--- config.mk ---
export PLATFORM = sky130hd
export DESIGN_NAME = bnn_ctrl_regs
export DESIGN_NICKNAME = d
export VERILOG_FILES = /design/src/rtl/bnn_ctrl_regs_pkg.sv /design/src/rtl/bnn_ctrl_regs_job_tracker.sv /design/src/rtl/bnn_ctrl_regs.sv
export SDC_FILE = /design/constraint.sdc
export NUM_CORES = 1
export LEC_CHECK = 0
export BUFFER_PORTS_ARGS = -buffer_cell sky130_fd_sc_hd__buf_2
export CAP_MARGIN = 0
export CORE_ASPECT_RATIO = 0.5
export CORE_MARGIN = 3
export CORE_UTILIZATION = 35
export DETAILED_ROUTE_END_ITERATION = 10
export HOLD_SLACK_MARGIN = 0.08
export PLACE_DENSITY = 0.65
export SETUP_SLACK_MARGIN = 0.05
export SYNTH_ARGS = -nofsm -noshare
export SYNTH_HDL_FRONTEND = slang
export SYNTH_SLANG_ARGS = --single-unit
--- constraint.sdc ---
create_clock -name clk -period 2.4 [get_ports clk]
set_input_delay 0.12 -clock clk [delete_from_list [all_inputs] [get_ports clk]]
set_output_delay 0.12 -clock clk [all_outputs]
set_load 0.02 [all_outputs]
--- src/rtl/bnn_ctrl_regs_pkg.sv ---
// ---------------------------------------------------------------------------
// bnn_ctrl_regs_pkg
// Shared definitions for the BNN accelerator APB control register file:
//   - byte offsets of every register in the map
//   - VERSION read-back constant
//   - STATUS bit positions
//   - decoded register-select enum and the offset decoder
// ---------------------------------------------------------------------------
package bnn_ctrl_regs_pkg;

  localparam logic [7:0] OFF_WEIGHT     = 8'h00;
  localparam logic [7:0] OFF_LAST_ROW   = 8'h04;
  localparam logic [7:0] OFF_LAST_COL   = 8'h08;
  localparam logic [7:0] OFF_START      = 8'h0C;
  localparam logic [7:0] OFF_ACT_ADDR   = 8'h10;
  localparam logic [7:0] OFF_BATCH      = 8'h14;
  localparam logic [7:0] OFF_PSUM_ADDR  = 8'h18;
  localparam logic [7:0] OFF_ACCUMULATE = 8'h1C;
  localparam logic [7:0] OFF_STATUS     = 8'h20;
  localparam logic [7:0] OFF_IRQ_EN     = 8'h24;
  localparam logic [7:0] OFF_JOB_COUNT  = 8'h28;
  localparam logic [7:0] OFF_VERSION    = 8'h2C;

  localparam logic [31:0] VERSION_VALUE = 32'h0002_0000;

  localparam int unsigned STATUS_BUSY_BIT = 0;
  localparam int unsigned STATUS_DONE_BIT = 1;

  typedef enum logic [3:0] {
    SEL_WEIGHT,
    SEL_LAST_ROW,
    SEL_LAST_COL,
    SEL_START,
    SEL_ACT_ADDR,
    SEL_BATCH,
    SEL_PSUM_ADDR,
    SEL_ACCUMULATE,
    SEL_STATUS,
    SEL_IRQ_EN,
    SEL_JOB_COUNT,
    SEL_VERSION,
    SEL_NONE
  } reg_sel_e;

  // IRQ_EN only decodes when the interrupt feature is built in.
  function automatic reg_sel_e decode_offset(input logic [7:0] off,
                                             input logic       has_irq_en);
    reg_sel_e sel;
    sel = SEL_NONE;
    case (off)
      OFF_WEIGHT:     sel = SEL_WEIGHT;
      OFF_LAST_ROW:   sel = SEL_LAST_ROW;
      OFF_LAST_COL:   sel = SEL_LAST_COL;
      OFF_START:      sel = SEL_START;
      OFF_ACT_ADDR:   sel = SEL_ACT_ADDR;
      OFF_BATCH:      sel = SEL_BATCH;
      OFF_PSUM_ADDR:  sel = SEL_PSUM_ADDR;
      OFF_ACCUMULATE: sel = SEL_ACCUMULATE;
      OFF_STATUS:     sel = SEL_STATUS;
      OFF_IRQ_EN:     sel = has_irq_en ? SEL_IRQ_EN : SEL_NONE;
      OFF_JOB_COUNT:  sel = SEL_JOB_COUNT;
      OFF_VERSION:    sel = SEL_VERSION;
      default:        sel = SEL_NONE;
    endcase
    return sel;
  endfunction

endpackage

--- src/rtl/bnn_ctrl_regs_job_tracker.sv ---
// ---------------------------------------------------------------------------
// bnn_job_tracker
// Job-tracking state for the BNN control register file.
//   i_clk, i_rst_n     clock, asynchronous active-low reset
//   i_start            accepted START command (only asserted while idle)
//   i_systolic_done    completion pulse from the systolic controller
//   i_clr_done         accepted write-1-to-clear of STATUS.done
//   i_irq_en           interrupt enable (tie low when no interrupt)
//   o_busy             job in flight
//   o_done             sticky job-complete flag
//   o_job_count        completed-job counter, wraps to 0
//   o_irq              registered done & enable
// ---------------------------------------------------------------------------
module bnn_job_tracker #(
  parameter int unsigned CNT_W = 16
) (
  input  logic             i_clk,
  input  logic             i_rst_n,
  input  logic             i_start,
  input  logic             i_systolic_done,
  input  logic             i_clr_done,
  input  logic             i_irq_en,
  output logic             o_busy,
  output logic             o_done,
  output logic [CNT_W-1:0] o_job_count,
  output logic             o_irq
);

  logic             r_busy;
  logic             r_done;
  logic [CNT_W-1:0] r_job_count;
  logic             r_irq;
  logic             w_done_evt;

  // Completion only counts for a job actually in flight.
  assign w_done_evt = i_systolic_done & r_busy;

  always_ff @(posedge i_clk or negedge i_rst_n) begin
    if (!i_rst_n) begin
      r_busy      <= 1'b0;
      r_done      <= 1'b0;
      r_job_count <= '0;
      r_irq       <= 1'b0;
    end else begin
      // START is rejected while busy, so start and completion never collide.
      if (w_done_evt) begin
        r_busy <= 1'b0;
      end else if (i_start) begin
        r_busy <= 1'b1;
      end

      // Set has priority over a simultaneous clear.
      if (w_done_evt) begin
        r_done <= 1'b1;
      end else if (i_clr_done) begin
        r_done <= 1'b0;
      end

      if (w_done_evt) begin
        r_job_count <= r_job_count + CNT_W'(1);
      end

      r_irq <= r_done & i_irq_en;
    end
  end

  assign o_busy      = r_busy;
  assign o_done      = r_done;
  assign o_job_count = r_job_count;
  assign o_irq       = r_irq;

endmodule

--- src/rtl/bnn_ctrl_regs.sv ---
// ---------------------------------------------------------------------------
// bnn_ctrl_regs
// APB3 slave register file for the BNN systolic accelerator: configuration
// fields with read-back, one-cycle command pulses and job tracking.
//
// Optional feature macro: BNN_CTRL_REGS_IRQ_EN
//   defined   -> IRQ_EN register at 0x24, irq = registered done & IRQ_EN[0]
//   undefined -> irq tied low, 0x24 unmapped (pslverr)
//
// Ports:
//   clk, resetn                 clock, asynchronous active-low reset
//   s_apb_*                     APB3 slave (zero wait state, pready=1)
//   systolic_done               completion pulse from systolic controller
//   weight_transfer             one-cycle pulse, WEIGHT write bit0=1
//   systolic_start              one-cycle pulse, accepted START
//   last_row .. accumulate      configuration outputs
//   busy                        job in flight
//   irq                         level interrupt
// ---------------------------------------------------------------------------
module bnn_ctrl_regs
  import bnn_ctrl_regs_pkg::*;
#(
  parameter int unsigned ADDR_W      = 6,
  parameter int unsigned ROW_W       = 5,
  parameter int unsigned COL_W       = 5,
  parameter int unsigned ACT_ADDR_W  = 11,
  parameter int unsigned PSUM_ADDR_W = 11,
  parameter int unsigned BATCH_W     = 6,
  parameter int unsigned CNT_W       = 16
) (
  input  logic                   clk,
  input  logic                   resetn,
  input  logic [31:0]            s_apb_paddr,
  input  logic                   s_apb_psel,
  input  logic                   s_apb_penable,
  input  logic                   s_apb_pwrite,
  input  logic [31:0]            s_apb_pwdata,
  output logic                   s_apb_pready,
  output logic [31:0]            s_apb_prdata,
  output logic                   s_apb_pslverr,
  input  logic                   systolic_done,
  output logic                   weight_transfer,
  output logic                   systolic_start,
  output logic [ROW_W-1:0]       last_row,
  output logic [COL_W-1:0]       last_col,
  output logic [ACT_ADDR_W-1:0]  activations_addr_start,
  output logic [PSUM_ADDR_W-1:0] partialsums_addr_start,
  output logic [BATCH_W-1:0]     batch,
  output logic                   accumulate,
  output logic                   busy,
  output logic                   irq
);

`ifdef BNN_CTRL_REGS_IRQ_EN
  localparam logic HAS_IRQ = 1'b1;
`else
  localparam logic HAS_IRQ = 1'b0;
`endif

  // Widen the decoded offset to at least 8 bits so it compares against the
  // package offsets; any decoded bit above bit 7 makes the access unmapped.
  localparam int unsigned OFF_W = (ADDR_W > 8) ? ADDR_W : 8;

  logic [OFF_W-1:0]       w_off_ext;
  logic                   w_off_hi;
  logic                   w_unaligned;
  reg_sel_e               w_sel;
  logic                   w_access;
  logic                   w_err;
  logic                   w_wr_ok;
  logic                   w_start_acc;
  logic                   w_clr_done;
  logic [31:0]            w_rdata;
  logic                   w_busy;
  logic                   w_done;
  logic [CNT_W-1:0]       w_job_count;
  logic                   w_irq;
  logic                   w_irq_en;
  logic                   w_unused_apb;

  logic                   r_weight_transfer;
  logic                   r_systolic_start;
  logic [ROW_W-1:0]       r_last_row;
  logic [COL_W-1:0]       r_last_col;
  logic [ACT_ADDR_W-1:0]  r_act_addr;
  logic [PSUM_ADDR_W-1:0] r_psum_addr;
  logic [BATCH_W-1:0]     r_batch;
  logic                   r_accumulate;

  assign w_off_ext   = OFF_W'(s_apb_paddr[ADDR_W-1:0]);
  assign w_off_hi    = |(w_off_ext >> 8);
  assign w_unaligned = |s_apb_paddr[1:0];
  assign w_sel       = (w_off_hi || w_unaligned) ? SEL_NONE
                                                 : decode_offset(w_off_ext[7:0], HAS_IRQ);
  assign w_access    = s_apb_psel & s_apb_penable;

  always_comb begin
    w_err = 1'b0;
    if (w_access) begin
      if (w_sel == SEL_NONE) begin
        w_err = 1'b1;
      end else if (s_apb_pwrite) begin
        if (w_sel == SEL_JOB_COUNT || w_sel == SEL_VERSION) begin
          w_err = 1'b1;
        end else if (w_busy && (w_sel inside {SEL_LAST_ROW, SEL_LAST_COL, SEL_START,
                                              SEL_ACT_ADDR, SEL_BATCH, SEL_PSUM_ADDR,
                                              SEL_ACCUMULATE})) begin
          // Configuration is frozen for the duration of a job.
          w_err = 1'b1;
        end
      end
    end
  end

  assign w_wr_ok     = w_access & s_apb_pwrite & ~w_err;
  assign w_start_acc = w_wr_ok & (w_sel == SEL_START) & s_apb_pwdata[0];
  assign w_clr_done  = w_wr_ok & (w_sel == SEL_STATUS) & s_apb_pwdata[STATUS_DONE_BIT];

  always_ff @(posedge clk or negedge resetn) begin
    if (!resetn) begin
      r_weight_transfer <= 1'b0;
      r_systolic_start  <= 1'b0;
      r_last_row        <= '0;
      r_last_col        <= '0;
      r_act_addr        <= '0;
      r_psum_addr       <= '0;
      r_batch           <= '0;
      r_accumulate      <= 1'b0;
    end else begin
      r_weight_transfer <= w_wr_ok & (w_sel == SEL_WEIGHT) & s_apb_pwdata[0];
      r_systolic_start  <= w_start_acc;
      if (w_wr_ok) begin
        case (w_sel)
          SEL_LAST_ROW:   r_last_row   <= s_apb_pwdata[ROW_W-1:0];
          SEL_LAST_COL:   r_last_col   <= s_apb_pwdata[COL_W-1:0];
          SEL_ACT_ADDR:   r_act_addr   <= s_apb_pwdata[ACT_ADDR_W-1:0];
          SEL_BATCH:      r_batch      <= s_apb_pwdata[BATCH_W-1:0];
          SEL_PSUM_ADDR:  r_psum_addr  <= s_apb_pwdata[PSUM_ADDR_W-1:0];
          SEL_ACCUMULATE: r_accumulate <= s_apb_pwdata[0];
          default: ;
        endcase
      end
    end
  end

`ifdef BNN_CTRL_REGS_IRQ_EN
  logic r_irq_en;

  always_ff @(posedge clk or negedge resetn) begin
    if (!resetn) begin
      r_irq_en <= 1'b0;
    end else if (w_wr_ok && w_sel == SEL_IRQ_EN) begin
      r_irq_en <= s_apb_pwdata[0];
    end
  end

  assign w_irq_en = r_irq_en;
`else
  assign w_irq_en = 1'b0;
`endif

  bnn_job_tracker #(
    .CNT_W (CNT_W)
  ) u_job_tracker (
    .i_clk           (clk),
    .i_rst_n         (resetn),
    .i_start         (w_start_acc),
    .i_systolic_done (systolic_done),
    .i_clr_done      (w_clr_done),
    .i_irq_en        (w_irq_en),
    .o_busy          (w_busy),
    .o_done          (w_done),
    .o_job_count     (w_job_count),
    .o_irq           (w_irq)
  );

  // Read data reflects the registers before any update at the coming edge.
  always_comb begin
    w_rdata = '0;
    if (w_access && !s_apb_pwrite && !w_err) begin
      case (w_sel)
        SEL_LAST_ROW:   w_rdata = 32'(r_last_row);
        SEL_LAST_COL:   w_rdata = 32'(r_last_col);
        SEL_ACT_ADDR:   w_rdata = 32'(r_act_addr);
        SEL_BATCH:      w_rdata = 32'(r_batch);
        SEL_PSUM_ADDR:  w_rdata = 32'(r_psum_addr);
        SEL_ACCUMULATE: w_rdata = 32'(r_accumulate);
        SEL_STATUS: begin
          w_rdata[STATUS_BUSY_BIT] = w_busy;
          w_rdata[STATUS_DONE_BIT] = w_done;
        end
        SEL_IRQ_EN:     w_rdata = 32'(w_irq_en);
        SEL_JOB_COUNT:  w_rdata = 32'(w_job_count);
        SEL_VERSION:    w_rdata = VERSION_VALUE;
        default: ;
      endcase
    end
  end

  assign w_unused_apb = ^{s_apb_paddr, s_apb_pwdata};

  assign s_apb_pready           = 1'b1;
  assign s_apb_prdata           = w_rdata;
  assign s_apb_pslverr          = w_err;
  assign weight_transfer        = r_weight_transfer;
  assign systolic_start         = r_systolic_start;
  assign last_row               = r_last_row;
  assign last_col               = r_last_col;
  assign activations_addr_start = r_act_addr;
  assign partialsums_addr_start = r_psum_addr;
  assign batch                  = r_batch;
  assign accumulate             = r_accumulate;
  assign busy                   = w_busy;
  assign irq                    = w_irq;

endmodule
==> impl_results.md, run 1 <==
* Status: finished, final reports clean
* Crit Path Class: input port to output pin
* Fin util at 48.6%
* DRC viols at 0
* Setup TNS at 0 ns
* PnR Total Power at 0.00246 W
* Final WL at 8100 µm
* Cts bufs inserted at 9
* DR vias at 2553
* Setup Viol. Count Final at 0
* Crit path max fanout at 7
* Final Slew Violations at 0
* Worst skew pair latency at 0.33 ns
* Pwr per Cell Area at 602 nW/µm²
* Crit path time final at 2.00 ns
* Global Route Usage Sum at 16.3%
* Drt wl/cell at 16.3 µm
* Rows at 23
* Sequential share of the synthesized area at 46.4%
* Syn Std Cell Area at 3180 µm²
* DP HPWL at 5930 µm
* Final Non-Filler Cells at 498
* Skew final at 0.00461 ns
* N_diodes at 0
* Final Hold Viols at 0
* Fraction of layout cells with a size suffix above 1 at 40.4%
* Critical Path AT at 1.88 ns
* Crit-path max cell delay at 0.65 ns
* Max-cap violations at 0
* Postcts setup bufs at 0
* Die width at 141 µm
* CTS tree: yes
* GRT overflow at 0
* CP required at 2.28 ns
* Fmax achieved at 501 MHz
* Global-route wire length before repair at 12900 µm
* Worst Max-Slew Pin Slew at 0.487 ns
* DRT Pass-1 Iters at 4
* DR vias/cell at 5.13
* Antenna Nets Post-Route at 0
* Clk buf depth at 2
* Commonest non-fill, non-tap cell in the layout: buf_2
* Most frequent CP cell: buf_2
* Core Footprint at 8400 µm²
* RSZ-0062 raised after global routing: no
* Post-synthesis cell type count at 43
* FILL cells at 771
* Area grow syn2layout at 28.4%
* 1st-iter DRT viols at 147
* Critical Path Slowest Stage Cell: or4_1
* Relative slew slack at 66.7%
* Clock Sink Count at 59
* GPL Wtd Cong at 0.867
* Ys Warns at 0
* Worst hold-check path type: input port to flip-flop
* Initial Util at 37.8%
* Cts hold-fix bufs at 7
* Commonest cells after routing, fill and taps aside: buf_2, dfrtp_1, mux2_2
* DP Cell Count at 476
* Peak supply drop at 0.376 mV
* Antenna violations before repair at 0
* Reg2reg setup slack at 0.76 ns
* Average size of a mapped cell at 11.4 µm²
* Final Cycle Share at 83.2%
* Leakage dissipation at 2.13 nW
* I/O Buffers at 82
* H-tree Lvls at 3
* Synthesized instance count at 279
* Vias in the first global route at 2428
* Final-stage net count at 453
* Synth Register Bits at 59
* Die span in y at 73.4 µm
* Cell chain of the critical path: buf_2 > or4_1 > nor2_1 > a22oi_1 > a31oi_1 > buf_2
* Family with the most delay on the worst path: simple AND/OR/NAND/NOR gates
* Buf/Inv on CP at 2
* Die area at 10300 µm²
* Critical Path Source Type: input port
* Crit. End Element: output pin
* Top Ports at 147
* Clk root buf: clkbuf_16
* Number of gates resized after CTS at 0
* Pin count of the biggest net entering global routing at 24
* CTS clock-pin slew for the worst setup and hold paths at 0.05 ns
-- final timing paths --
check | start | to | cells past startpoint
max | s_apb_paddr[1] | s_apb_prdata[2] | 6
min reg2reg | u_job_tracker.o_job_count[15] | u_job_tracker.o_job_count[15] | 1
min in group asynchronous | resetn | activations_addr_start[1] | 2
max in group asynchronous | resetn | u_job_tracker.o_job_count[15] | 3
min | s_apb_pwdata[2] | activations_addr_start[2] | 2
max reg2reg | u_job_tracker.o_busy | activations_addr_start[6] | 4
-- stage by stage --
| step | instance area (µm²) | hold slack [ns] | worst slack, ns |
|---|---|---|---|
| 2_1_floorplan | 3240 | -0.176 | 0.623 |
| 5_1_grt | 4080 | 0.0928 | 0.232 |
| 6_report | 4080 | 0.0935 | 0.404 |
| 3_5_place_dp | 3720 | 0.115 | 0.374 |
| 4_1_cts | 4080 | 0.0807 | 0.401 |
| 3_3_place_gp | 3720 | 0.112 | 0.387 |
-- cell usage after synthesis --
library cell,instances,share of area [%]
a2111o_1,1,0.35
a2111oi_0,2,0.55
a21o_1,3,0.71
a21oi_1,11,1.7
a221oi_1,2,0.55
a22oi_1,11,2.6
a31oi_1,4,0.79
a41oi_1,1,0.28
and2_1,9,1.8
and3_1,6,1.2
and4_1,2,0.55
buf_1,1,0.12
buf_2,3,0.47
buf_4,19,4.5
buf_6,1,0.35
clkbuf_1,2,0.24
conb_1,2,0.24
dfrtp_1,59,46
ha_1,1,0.39
inv_1,6,0.71
mux2_2,31,11
mux2_4,10,4.7
mux2i_1,6,1.9
nand2_1,16,1.9
nand2b_1,4,0.79
nand3_1,8,1.3
nand4_1,5,0.98
nand4_4,1,0.67
nor2_1,10,1.2
nor2b_1,1,0.20
nor3_1,3,0.47
nor3b_1,2,0.47
nor4_1,6,1.2
nor4_2,1,0.39
nor4_4,3,2.0
nor4b_1,1,0.28
o21ai_0,6,0.94
o21bai_1,1,0.24
o2bb2ai_1,1,0.28
or4_1,1,0.24
or4b_1,1,0.31
xnor2_1,9,2.5
xor2_1,6,1.7
-- routing by layer --
metal  share of wire [%]  vias up  global-route usage [%]
li1                    -     1201                       -
met5                   0        -                       0
met3                 5.8       15                    4.42
met4                 2.0        0                    6.66
met2                  44      103                    24.2
met1                  48     1234                    22.6
-- sequential cells by signal, indices dropped and copies added, names as in the netlist --
| name | flops |
|---|---|
| last_col | 5 |
| u_job_tracker.o_busy | 1 |
| u_job_tracker.o_done | 1 |
| accumulate | 1 |
| batch | 6 |
| last_row | 5 |
| u_job_tracker.o_job_count | 16 |
| weight_transfer | 1 |
| systolic_start | 1 |
| activations_addr_start | 11 |
| partialsums_addr_start | 11 |
-- worst register-to-register path, cell delays in order, from the launching register on --
cell and delay (ns):
dfrtp_1 0.38, a21o_1 0.20, a2111o_1 0.41, buf_4 0.22, mux2_4 0.32
-- cell families after synthesis --
logic type               share of synthesized area, %
multiplexers                                     17.6
flip-flops                                       46.4
other                                           0.236
buffers and inverters                            6.38
AO/OA/AOI/OAI                                    9.01
adder cells (fa/ha/maj)                         0.393
XOR/XNOR                                         4.13
AND/OR/NAND/NOR                                  15.8
-- power by group --
part	switching [W]	internal, W
Combinational	0.000120	0.0000548
Clock	0.000419	0.000851
Sequential	0.00000756	0.00101
-- cell type report --
cell class	count	area, µm²	area share, %
multi-input combinational	203	1560	38.3
inverter	6	22.5	0.552
clock buffer	13	260	6.37
timing repair buffer	103	586	14.3
sequential	59	1480	36.2
tap	112	140	3.43
clock inverter	2	35.0	0.858
Note: power is estimated with default switching activity, not from simulation.
==> run 2, diff against run 1 <==
Settings changed: ABC_AREA from default to 1, PLACE_DENSITY 0.65 to 0.67.
Clock period 2.4 ns to 1.7 ns, I/O delays scaled along.
==> impl_results.md, run 2 <==
* Worst hold-check path type: input port to flip-flop (unchanged)
* RSZ-0062 raised after global routing: yes (was no)
* HP Start: s_apb_paddr[0] (was s_apb_pwdata[2])
* Pin count of the biggest net entering global routing at 60 (was 24)
* Largest register FFs at 16 (unchanged)
* Critical Path Source Type: input port (unchanged)
* DRT Pass-1 Iters at 5 (was 4)
* GPL Wtd Cong at 0.862 (was 0.867)
* Core Footprint at 8430 µm² (was 8400 µm²)
* Synth top area share at 46.2% (was 46.4%)
* Failing checks: negative setup slack
* Cts bufs inserted at 9 (unchanged)
* Global-route wire length before repair at 15500 µm (was 12900 µm)
* Clk pwr share at 41.4% (was 51.7%)
* Global Route Usage Sum at 19.2% (was 16.3%)
* PnR Total Power at 0.00392 W (was 0.00246 W)
* Synth Area in Simple Gates at 32.1% (was 15.8%)
* Psw at 0.00111 W (was 0.000546 W)
* CP required at 1.62 ns (was 2.28 ns)
* Post-synthesis cell type count at 34 (was 43)
* Net Sw Frac at 28.4% (was 22.2%)
* Synth top area cells: dfrtp_1, nand2_1, buf_4, inv_1, xor2_1 (was dfrtp_1, mux2_2, mux2_4, buf_4, a22oi_1)
* N_diodes at 0 (unchanged)
* Main combinational cell family by area after synthesis: simple AND/OR/NAND/NOR gates (was multiplexers)
* DR vias/cell at 4.99 (was 5.13)
* Multiplexer share of the synthesized area at 0% (was 17.6%)
* Reg-to-Reg End: u_job_tracker.o_job_count[15] (was activations_addr_start[6])
* Status: finished with violations (was finished, final reports clean)
* Final Worst Setup Slack at -0.00787 ns (was 0.404 ns)
* Cell-internal power at 0.00281 W (was 0.00191 W)
* Synth Area in Adders at 0.391% (was 0.394%)
* Hold Path End: weight_transfer (was activations_addr_start[2])
* Fraction of layout cells with a size suffix above 1 at 39.1% (was 40.4%)
* Worst Hold Path Cells at 5 (was 2)
* Fmax achieved at 586 MHz
* Initial Util at 37.9% (was 37.8%)
* Final Slew Violations at 0 (unchanged)
* I/O Buffers at 82 (unchanged)
* Syn Std Cell Area at 3200 µm² (was 3180 µm²)
* Crit Path Class: input port to output pin (unchanged)
* Fin util at 57.7% (was 48.6%)
* Top-count cell post-synth: nand2_1 (was dfrtp_1)
* Most frequent CP cell: nand2_2 (was buf_2)
* Reg2reg start: u_job_tracker.o_busy (unchanged)
* DRC viols at 0 (unchanged)
* Skew final at 0.00373 ns (was 0.00461 ns)
* Reg2reg setup slack at 0.12 ns (was 0.76 ns)
* Pwr per Cell Area at 806 nW/µm² (was 602 nW/µm²)
* Vias in the first global route at 3074 (was 2428)
* Post-synthesis async set-or-reset flop share at 100% (unchanged)
* Setup TNS at -0.00949 ns (was 0 ns)
* DR vias at 3390 (was 2553)
* Cell taking the most area after synthesis: dfrtp_1 (unchanged)
* DP HPWL at 6910 µm (was 5930 µm)
* Share of power burned in combinational logic at 16.2% (was 7.1%)
* Area grow syn2layout at 52.2% (was 28.4%)
* Synth Area in Compound Gates at 7.16% (was 9.01%)
* Critical Path Slowest Stage Cell: nor3_4 (was or4_1)
* Synthesized instance count at 415 (was 279)
* Drt wl/cell at 15.6 µm (was 16.3 µm)
* Final WL at 10600 µm (was 8100 µm)
* Final Hold Viols at 0 (unchanged)
* Clock Sink Count at 59 (unchanged)
* Ys Warns at 0 (unchanged)
* Crit path max fanout at 5 (was 7)
* Commonest non-fill, non-tap cell in the layout: nand2_1 (was buf_2)
* Final Cycle Share at 100%
* CTS clock-pin slew for the worst setup and hold paths at 0.05 ns (about the same)
* Flop pwr share at 42.4% (was 41.2%)
* Die area at 10400 µm² (was 10300 µm²)
* Die span in y at 73.6 µm (was 73.4 µm)
* Rows at 23 (unchanged)
* Clk root buf: clkbuf_16 (unchanged)
* Die width at 141 µm (about the same)
* Post-synth top cells: nand2_1, dfrtp_1, inv_1 (was dfrtp_1, mux2_2, buf_4)
* Synth Register Bits at 59 (unchanged)
* Antenna violations before repair at 0 (unchanged)
* Worst skew pair latency at 0.33 ns (about the same)
* Setup Viol. Count Final at 2 (was 0)
* GRT overflow at 0 (unchanged)
* Average size of a mapped cell at 7.71 µm² (was 11.4 µm²)
* Xor and xnor area share after synthesis at 4.11% (was 4.13%)
* Commonest cells after routing, fill and taps aside: nand2_1, buf_2, buf_4 (was buf_2, dfrtp_1, mux2_2)
* Sequential share of the synthesized area at 46.2% (was 46.4%)
* CTS tree: yes (unchanged)
* 1st-iter DRT viols at 256 (was 147)
* Number of synthesized flops with an enable pin at 0 (unchanged)
* Peak supply drop at 0.555 mV (was 0.376 mV)
* Final-stage net count at 636 (was 453)
* Critical Path AT at 1.62 ns (was 1.88 ns)
* Top Ports at 147 (unchanged)
* Max-cap violations at 0 (unchanged)
* Crit-path max cell delay at 0.24 ns (was 0.65 ns)
* Antenna Nets Post-Route at 0 (unchanged)
* Post-synth top flop: dfrtp_1 (unchanged)
* Crit path time final at 1.71 ns
* Crit. End Element: output pin (unchanged)
* H-tree Lvls at 3 (unchanged)
* R2R depth at 10 (was 4)
* Leakage dissipation at 2.63 nW (was 2.13 nW)
* Clk buf depth at 2 (unchanged)
* Cell chain of the critical path: buf_6 > buf_6 > nand2_2 > nand2_2 > nand3_2 > nand2_2 > nor2_4 > nor3_4 > clkinv_4 > buf_8 > nor4_1 > buf_2 (was buf_2 > or4_1 > nor2_1 > a22oi_1 > a31oi_1 > buf_2)
run 2: how the worst max path moves through the flow:
stage          slack, ns  cells after the start      startpoint                to
6_report          -0.008                     12  s_apb_paddr[5]  s_apb_prdata[17]
2_1_floorplan       0.03                      9  s_apb_paddr[1]  s_apb_prdata[14]
3_5_place_dp        0.03                     12  s_apb_paddr[1]       last_col[4]
4_1_cts             0.03                     11  s_apb_paddr[1]   s_apb_prdata[8]
3_3_place_gp        0.04                     10  s_apb_paddr[1]   s_apb_prdata[3]
5_1_grt            -0.07                     12  s_apb_paddr[5]   s_apb_prdata[3]
run 2: per-stage QoR:
| step | hold WS (ns) | cells | area (µm²) | setup slack, ns |
|---|---|---|---|---|
| after CTS | 0.216 | 657 | 4300 | 0.0284 |
| final | 0.230 | 680 | 4870 | -0.00787 |
| after detailed placement | 0.123 | 630 | 3900 | 0.0298 |
| after global placement | 0.116 | 630 | 3900 | 0.0398 |
| after floorplan | -0.211 | 430 | 3260 | 0.0257 |
| after global routing | 0.235 | 680 | 4870 | -0.0692 |
run 2: area by class of cell:
cell class / count / area (µm²)
clock buffer: 11 / 253
sequential: 59 / 1480
tap: 112 / 140
fill: 720 / 3570
inverter: 36 / 143
clock inverter: 3 / 15.0
multi-input combinational: 308 / 1720
timing repair buffer: 151 / 1110
run 2: cell families after synthesis:
logic type,after synthesis
buffers and inverters,63
adders and majority gates,1
DFF,59
and+or+nand+nor,243
xor gates and xnor gates,15
other,2
AOI/OAI and AO/OA,32
run 2: layer usage:
metal	track usage, %	wire length, µm
met1	25.9	4690
met2	29.9	4970
met3	5.92	837
met4	6.02	111
met5	0	0
run 2: timing repair:
item | 4_1_cts | 5_1_grt
cloned | 0 | 2
buffers inserted | 0 | 22
resized for setup | 2 | 106
hold endpoints to repair | 99 | 0
endpoints found under the setup margin | 7 | 24
hold buffers | 13 | 0
pin swaps | 1 | 22
run 2: critical path: cells and delay by family:
family,cells,cell delay (ns)
simple gates,7,0.82
buf+inv,5,0.70
run 2: power groups by stage:
stage	Clock (W)	Sequential (W)	Combinational, W
2_1_floorplan	0	0.00168	0.000269
5_1_grt	0.00171	0.00168	0.000697
4_1_cts	0.00166	0.00166	0.000499
3_3_place_gp	0	0.00168	0.000461
6_report	0.00162	0.00166	0.000636
3_5_place_dp	0	0.00167	0.000471
==> run 3, diff against run 2 <==
Settings changed: PLACE_DENSITY 0.67 to 0.7.
==> impl_results.md, run 3 (same netlist as run 2, synthesis figures left out) <==
* Area of the multi-input gates at 1780 µm² (was 1720 µm²)
* DRC viols at 0 (unchanged)
* I/O Buffers at 82 (unchanged)
* DRT Pass-1 Iters at 6 (was 5)
* Global Route Usage Sum at 19.1% (was 19.2%)
* Setup Viol. Count Final at 0 (was 2)
* Crit. End Element: output pin (unchanged)
* Global-route wire length before repair at 15300 µm (was 15500 µm)
* DP HPWL at 6940 µm (was 6910 µm)
* FILL cells at 688 (was 720)
* Clk buf depth at 2 (unchanged)
* Commonest non-fill, non-tap cell in the layout: nand2_1 (unchanged)
* RSZ-0062 raised after global routing: yes (unchanged)
* Reg2reg setup slack at 0.10 ns (was 0.12 ns)
* Peak supply drop at 0.501 mV (was 0.555 mV)
* HP Start: systolic_done (was s_apb_paddr[0])
* Worst Hold Path Cells at 5 (unchanged)
* Hold Path End: u_job_tracker.o_job_count[1] (was weight_transfer)
* Pin count of the biggest net entering global routing at 60 (unchanged)
* Core Footprint at 8430 µm² (unchanged)
* GPL Wtd Cong at 0.895 (was 0.862)
* Leakage dissipation at 2.60 nW (was 2.63 nW)
* Die span in y at 73.6 µm (unchanged)
* Final-stage net count at 632 (was 636)
* Reg area at 1480 µm² (unchanged)
* Clk root buf: clkbuf_16 (unchanged)
* Top Ports at 147 (unchanged)
* Vias in the first global route at 3051 (was 3074)
* DR vias/cell at 5.12 (was 4.99)
* CTS tree: yes (unchanged)
* Reg-to-Reg End: u_job_tracker.o_job_count[15] (unchanged)
* Area grow syn2layout at 54.0% (was 52.2%)
* Initial Util at 37.9% (unchanged)
* R2R depth at 9 (was 10)
* Critical Path AT at 1.60 ns (was 1.62 ns)
* Clock Sink Count at 59 (unchanged)
* 1st-iter DRT viols at 353 (was 256)
* Max-cap violations at 0 (unchanged)
* Fraction of layout cells with a size suffix above 1 at 39.0% (was 39.1%)
* CP required at 1.62 ns (about the same)
* Die width at 141 µm (unchanged)
* Final Hold Viols at 0 (unchanged)
* CTS clock-pin slew for the worst setup and hold paths at 0.05 ns (about the same)
* Worst skew pair latency at 0.32 ns (was 0.33 ns)
* Drt wl/cell at 16.7 µm (was 15.6 µm)
* Crit path time final at 1.68 ns (was 1.71 ns)
* Antenna violations before repair at 0 (unchanged)
* Die area at 10400 µm² (unchanged)
* Worst hold-check path type: input port to flip-flop (unchanged)
* DR vias at 3470 (was 3390)
* Final Cycle Share at 99.1% (was 100%)
* Commonest cells after routing, fill and taps aside: nand2_1, buf_2, dfrtp_1 (was nand2_1, buf_2, buf_4)
* Final WL at 11300 µm (was 10600 µm)
* Pwr per Cell Area at 860 nW/µm² (was 806 nW/µm²)
* Final Slew Violations at 0 (unchanged)
* Skew final at 0.00422 ns (was 0.00373 ns)
* Setup TNS at 0 ns (was -0.00949 ns)
* Crit Path Class: input port to output pin (unchanged)
* Dpl cell area at 3850 µm² (was 3900 µm²)
* N_diodes at 0 (unchanged)
* H-tree Lvls at 3 (unchanged)
* Largest register FFs at 16 (unchanged)
* PnR Total Power at 0.00424 W (was 0.00392 W)
* Fmax achieved at 594 MHz (was 586 MHz)
* GRT overflow at 0 (unchanged)
* Status: finished, final reports clean (was finished with violations)
* Cts bufs inserted at 9 (unchanged)
* Crit path max fanout at 6 (was 5)
* Critical Path Source Type: input port (unchanged)
* Antenna Nets Post-Route at 0 (unchanged)
* Fin area at 4920 µm² (was 4870 µm²)
* Reg2reg start: u_job_tracker.o_job_count[1] (was u_job_tracker.o_busy)
* Rows at 23 (unchanged)
-- run 3: changes by cell type in the layout (fill, tap and decap cells not counted), sizes merged --
| cell | delta |
|---|---|
| bufinv | +2 |
| clkbuf | -1 |
| clkinv | -1 |
| clkinvlp | +3 |
| inv | -1 |
| buf | -4 |
-- run 3: critical path, cell delays in order --
cell and delay, ns:
buf_6 0.10, nor2_4 0.10, buf_6 0.15, nand3_4 0.10, nand2_4 0.10, nor2_4 0.05, nor3_4 0.29, clkinv_4 0.18
buf_8 0.18, a21oi_4 0.12, buf_6 0.13
-- run 3: where the power goes --
part	internal, W	leakage, nW	switching [W]
clock network	0.00128	0.150	0.000613
logic	0.000259	1.66	0.000421
registers	0.00152	0.791	0.000142
-- run 3: per-layer routing --
layer,up-vias,GRT usage (%),wire length [µm]
li1,1583,-,-
met1,1683,25.3,4710
met2,180,31.0,5500
met3,24,5.27,896
met4,0,5.48,229
met5,-,0,0
-- run 3: area by class of cell --
class                      count  area share, %
inverter                      36           3.10
multi-input combinational    308           36.1
timing repair buffer         146           21.5
clock inverter                 5           1.58
sequential                    59           30.0
tap                          112           2.85
clock buffer                  11           4.73
timing repair inverter         1          0.127
-- run 3: how the worst max path moves through the flow --
stage / to / slack [ns] / startpoint / cells after the start
2_1_floorplan: s_apb_prdata[14] / 0.03 / s_apb_paddr[1] / 9
3_3_place_gp: s_apb_prdata[2] / 0.02 / s_apb_paddr[1] / 10
3_5_place_dp: last_col[4] / 0.001 / s_apb_paddr[5] / 12
4_1_cts: s_apb_prdata[9] / 0.05 / s_apb_paddr[4] / 12
5_1_grt: s_apb_prdata[8] / -0.06 / s_apb_paddr[0] / 12
6_report: s_apb_prdata[8] / 0.02 / s_apb_paddr[0] / 11
-- run 3: through the flow --
step / utilization (%) / instances / hold WS [ns] / setup slack, ns
2_1_floorplan: - / 430 / -0.211 / 0.0257
3_3_place_gp: 45.6 / 625 / 0.113 / 0.0228
3_5_place_dp: 45.6 / 625 / 0.124 / 0.00146
4_1_cts: 51.5 / 657 / 0.125 / 0.0523
5_1_grt: 58.4 / 678 / 0.164 / -0.0607
6_report: 58.4 / 678 / 0.147 / 0.0157
-- run 3: repair_timing --
action | 4_1_cts | 5_1_grt
cloned | 0 | 1
pin swaps | 2 | 19
setup buffers | 3 | 20
resized for setup | 7 | 118
hold buffers | 13 | 0
setup endpoints to repair | 11 | 24
hold endpoints to repair | 95 | 0
